## config.mk

```make
export PLATFORM = sky130hd
export DESIGN_NAME = gcd_stim_driver
export DESIGN_NICKNAME = d
export VERILOG_FILES = /design/src/rtl/gcd_stim_driver.sv
export SDC_FILE = /design/constraint.sdc
export NUM_CORES = 1
export LEC_CHECK = 0
export CORE_ASPECT_RATIO = 1.2
export CORE_MARGIN = 5
export CORE_UTILIZATION = 55
export DETAILED_ROUTE_END_ITERATION = 6
export DONT_BUFFER_PORTS = 1
export PLACE_DENSITY = 0.78
export SYNTH_ARGS = -nofsm -noshare
export SYNTH_HDL_FRONTEND = slang
export SYNTH_SLANG_ARGS = --single-unit
export TNS_END_PERCENT = 5
```

## constraint.sdc

```tcl
create_clock -name clock -period 4.3 [get_ports clock]
set_input_delay 0.86 -clock clock [delete_from_list [all_inputs] [get_ports clock]]
set_output_delay 0.86 -clock clock [all_outputs]
set_load 0.02 [all_outputs]
```

## src/rtl/gcd_stim_driver.sv

```systemverilog
// Stimulus driver for a GCD unit: sweeps every nonzero (a,b) operand pair, checks each
// result against an internal subtractive reference, and keeps pass/fail/timeout tallies.
module gcd_stim_driver #(
    parameter int W       = 2,
    parameter int TIMEOUT = 16
) (
    input  logic         clock,
    input  logic         reset,
    input  logic         io_start,
    output logic [W-1:0] io_value1,
    output logic [W-1:0] io_value2,
    output logic         io_loadingValues,
    input  logic [W-1:0] io_outputGCD,
    input  logic         io_outputValid,
    output logic         io_busy,
    output logic         io_done,
    output logic [7:0]   io_passCount,
    output logic [7:0]   io_failCount,
    output logic         io_timeout
);

    localparam int TW = (TIMEOUT < 2) ? 1 : $clog2(TIMEOUT + 1);
    localparam logic [W-1:0]  MAXV = '1;
    localparam logic [W-1:0]  ONE  = W'(1);
    localparam logic [TW-1:0] TLIM = TW'(TIMEOUT);

    typedef enum logic [2:0] {
        S_IDLE, S_LOAD, S_SETTLE, S_WAIT, S_CHECK, S_DONE
    } state_t;

    state_t        state;
    logic [W-1:0]  a, b;
    logic [W-1:0]  rx, ry;
    logic [W-1:0]  captured;
    logic [TW-1:0] tcnt;

    logic hit, tmo, advance, last_a, last_b;

    function automatic logic [7:0] sat_inc(input logic [7:0] v);
        return (v == 8'hFF) ? v : v + 8'd1;
    endfunction

    // The unit's result is trusted only once the reference has also converged (ry==0).
    always_comb begin
        hit     = io_outputValid && (ry == '0);
        tmo     = (state == S_WAIT) && !hit && (tcnt == TLIM - 1'b1);
        advance = (state == S_CHECK) || tmo;
        last_a  = (a == MAXV);
        last_b  = (b == MAXV);
    end

    always_ff @(posedge clock or posedge reset) begin
        if (reset) begin
            state            <= S_IDLE;
            a                <= ONE;
            b                <= ONE;
            rx               <= '0;
            ry               <= '0;
            tcnt             <= '0;
            io_value1        <= '0;
            io_value2        <= '0;
            io_loadingValues <= 1'b0;
            io_busy          <= 1'b0;
            io_done          <= 1'b0;
            io_passCount     <= 8'd0;
            io_failCount     <= 8'd0;
            io_timeout       <= 1'b0;
        end else begin
            case (state)
                S_IDLE, S_DONE: begin
                    if (io_start) begin
                        state            <= S_LOAD;
                        a                <= ONE;
                        b                <= ONE;
                        io_value1        <= ONE;
                        io_value2        <= ONE;
                        io_loadingValues <= 1'b1;
                        io_busy          <= 1'b1;
                        io_done          <= 1'b0;
                        io_passCount     <= 8'd0;
                        io_failCount     <= 8'd0;
                        io_timeout       <= 1'b0;
                    end
                end
                S_LOAD: begin
                    rx               <= a;
                    ry               <= b;
                    tcnt             <= '0;
                    io_loadingValues <= 1'b0;
                    state            <= S_SETTLE;
                end
                S_SETTLE: state <= S_WAIT;
                S_WAIT: begin
                    if (hit) begin
                        state <= S_CHECK;
                    end else begin
                        tcnt <= tcnt + 1'b1;
                        if (tmo) begin
                            io_failCount <= sat_inc(io_failCount);
                            io_timeout   <= 1'b1;
                        end
                    end
                end
                S_CHECK: begin
                    if (captured == rx) io_passCount <= sat_inc(io_passCount);
                    else                io_failCount <= sat_inc(io_failCount);
                end
                default: state <= S_IDLE;
            endcase

            // Reference model steps in lockstep with the unit from the cycle after LOAD.
            if ((state == S_SETTLE || state == S_WAIT) && ry != '0) begin
                if (rx > ry) rx <= rx - ry;
                else         ry <= ry - rx;
            end

            if (advance) begin
                if (!last_b) begin
                    b                <= b + ONE;
                    io_value1        <= a;
                    io_value2        <= b + ONE;
                    io_loadingValues <= 1'b1;
                    state            <= S_LOAD;
                end else if (!last_a) begin
                    a                <= a + ONE;
                    b                <= ONE;
                    io_value1        <= a + ONE;
                    io_value2        <= ONE;
                    io_loadingValues <= 1'b1;
                    state            <= S_LOAD;
                end else begin
                    io_busy <= 1'b0;
                    io_done <= 1'b1;
                    state   <= S_DONE;
                end
            end
        end
    end

    always_ff @(posedge clock) begin
        if (state == S_WAIT && hit) captured <= io_outputGCD;
    end

endmodule

```

==> metrics.cfg <==
[setup_path]
critPathLaunchType=flip-flop
required_ns=4.49
cp_common_cell=ha_1
criticalPathCategory=flip-flop to flip-flop
arrival_ns=2.61
critPathSlowestCell=dfrtp_1
cp_cell_sequence=ha_1 -> and3_1 -> ha_1 -> nand4b_1 -> o22ai_1 -> nand4b_2 -> or2_1 -> o41ai_4
cp_max_fo=10
slowest_delay_ns=0.43
cp-end-kind=flip-flop

[timing]
slew-limit-headroom_pct=34.0
final.setup.tns_ns=0
holdWs_ns=0.480
max_freq_mhz=414
post-route-min-period_ns=2.42
final-hold-violation-count=0
drv_slew=0
period_share_pct=56.2
finalSetupViolations=0
rsz0062_at_grt=false
worstMarginPinSlew_ns=0.989
setup_ws_ns=1.88
fin_worst_skew_ns=0.00369

[drt]
finalWirelength_mm=4.57
wire_per_inst_um=15.3
drt.antenna.violating_nets=0
vias=1807
first_iter_violations=124
top_layer=met4
met2WireLength_mm=2.26
firstDrtPassIters=4
met1_length_mm=1.95
drc=0
wl_met3_um=308
via_per_inst=6.04

[placed_design]
place_area_mm2=0.00236
dp_cells=291
dpl.hpwl_mm=3.35
portBuffers=0
gp_congestion=0.807
place_ws_ns=1.77

[cts]
tritoncts=done
cts_setup_buffers=0
clock_sink_count=42
clkSlewWorstSetupHoldPaths_ns=0.08
numCtsBuffers=5
clock_latency_ns=0.29
cts_hold_buf=0
htreeDepth=2
clock_path_buffers=2
cts_resized=0
cts_root_buf=clkbuf_8

[die]
die_x_um=69.4
start_util_pct=55.5
chipHeight_um=81.3
coreArea_mm2=0.00420
ios=30
rows=26
die_area_mm2=0.00565

[power]
power_frac_clock_pct=15.9
seqPwrFrac_pct=48.5
p_int_uw=915
power.switching_uw=706
power_density_mw_per_mm2=662
netSwitchingFraction_pct=43.5
p_comb_share_pct=35.6
power.leakage_uw=0.00108
irDropWorstVdd_uv=340

[min_path]
min_path_type=flip-flop to flip-flop

[synth]
syn_avg_cell_area_um2=9.63
ys_seq_area_share_pct=45.6
netlist_area_mm2=0.00233
yosysUniqueCellTypes=51
synth.net_count=258
synth_flop_cell=dfrtp_1
synth_edf_count=2
ys_ff_latch=42
syn_inst=242
async_reset_ff_share_pct=95.2
yosys_warnings=0

[layout]
antenna_cells=0
drive_gt1_share_pct=7.00
area_growth_pct=5.10
final_area_mm2=0.00245
final_cells=299
fill_cells=373
nets=258

[grt]
grt_first_pass_wirelength_mm=8.02
grt_max_degree=28
grt-ovfl-total=0
antenna_found_initial=0
grt_pass1_vias=1796
grtUsageTotal_pct=17.6

[run]
drv_cap=0

[run_status]
status=complete, no violations

[per-layer routing]
| layer | up-vias | GRT usage (%) |
|---|---|---|
| met1 | 873 | 19.9 |
| met5 | - | 0 |
| li1 | 881 | - |
| met2 | 46 | 31.3 |
| met4 | 0 | 6.45 |
| met3 | 7 | 5.82 |
[layout by cell type, fill, tap and decap left out, types with 4 or more instances in the layout]
| cell | n |
|---|---|
| dfrtp_1 | 38 |
| o21ai_0 | 28 |
| nor2_1 | 24 |
| nand2_1 | 21 |
| nand3_1 | 10 |
| inv_1 | 10 |
| a21oi_1 | 10 |
| ha_1 | 9 |
| o31ai_1 | 8 |
| and3_1 | 7 |
| clkbuf_8 | 6 |
| a31oi_1 | 5 |
| nand2b_1 | 4 |
| mux2i_1 | 4 |
[registers in the layout (all words and copies together), names as in the netlist, 2 cells and up]
name          cells
io_passCount      8
tcnt              5
io_value2         2
b                 2
a                 2
ry                2
rx                2
io_failCount      8
state             3
captured          2
io_value1         2
[power groups by stage]
stage | clock (uW) | combinational (uW) | sequential [uW]
floorplan | 0 | 528 | 727
global placement | 0 | 557 | 790
detailed placement | 0 | 580 | 793
CTS | 266 | 582 | 787
global route | 285 | 662 | 813
finish | 258 | 577 | 786
[Yosys cell counts, drive strengths merged (2+ instances only)]
cell type	number	area share, %
inv	10	1.6
ha	9	4.8
edfxtp	2	2.6
a22oi	2	0.64
mux2i	4	1.7
o22ai	3	0.81
dfrtp	38	41
nor3b	3	0.97
xor2	3	1.1
nor3	3	1.1
nand3	10	2.1
and3	7	1.9
a31oi	5	1.3
mux2	2	0.97
a22o	3	1.1
o21ai	28	6.0
o41ai	2	1.6
nand2	21	3.4
nor2	24	3.9
a21oi	10	2.1
nand2b	4	1.1
o21a	2	0.64
dfstp	2	2.3
o31ai	8	2.6
nand3b	3	0.97
nand4b	2	1.0
nand4	3	0.81
buf	8	2.3
or3b	2	0.75
nor2b	2	0.54
[stage by stage]
stage,power (uW),util [%]
3_5_place_dp,1370,56.2
5_1_grt,1760,58.4
4_1_cts,1640,58.4
3_3_place_gp,1350,56.2
6_report,1620,58.4
2_1_floorplan,1250,-
[layout make-up]
type / instances / area [um^2] / area share, %
multi-input combinational: 181 / 1170 / 47.9
sequential: 42 / 1060 / 43.4
clock buffer: 8 / 90.1 / 3.68
tap: 56 / 70.1 / 2.86
inverter: 10 / 37.5 / 1.53
timing repair buffer: 2 / 15.0 / 0.613
[worst paths after layout]
kind                          from              end  slack [ns]  cells past startpoint
max                        tcnt[0]  io_failCount[7]        1.88                      8
min                        tcnt[3]          tcnt[3]        0.48                      1
max reg2reg                tcnt[0]  io_failCount[7]        1.88                      8
min reg2reg                tcnt[3]          tcnt[3]        0.48                      1
max in group asynchronous    reset             b[0]        2.78                      2
min in group asynchronous    reset          tcnt[3]        0.69                      1
[logic make-up (layout without fill, tap and decap cells)]
kind of cell / after synthesis / after routing / share of synthesized area [%]
and+or+nand+nor: 90 / 90 / 20.6
adders and majority gates: 10 / 10 / 5.69
AOI/OAI and AO/OA: 72 / 72 / 20.3
buffers and inverters: 19 / 20 / 4.03
xor gates and xnor gates: 3 / 3 / 1.13
DFF: 42 / 42 / 45.6
muxes: 6 / 6 / 2.68
[worst max-delay path, delay by kind of cell, from the launching register on]
kind,cells,cell delay (ns)
and+or+nand+nor,4,0.92
AOI/OAI and AO/OA,2,0.51
adders and majority gates,2,0.45
DFF,1,0.43
Note: power is estimated with default switching activity, not from simulation.
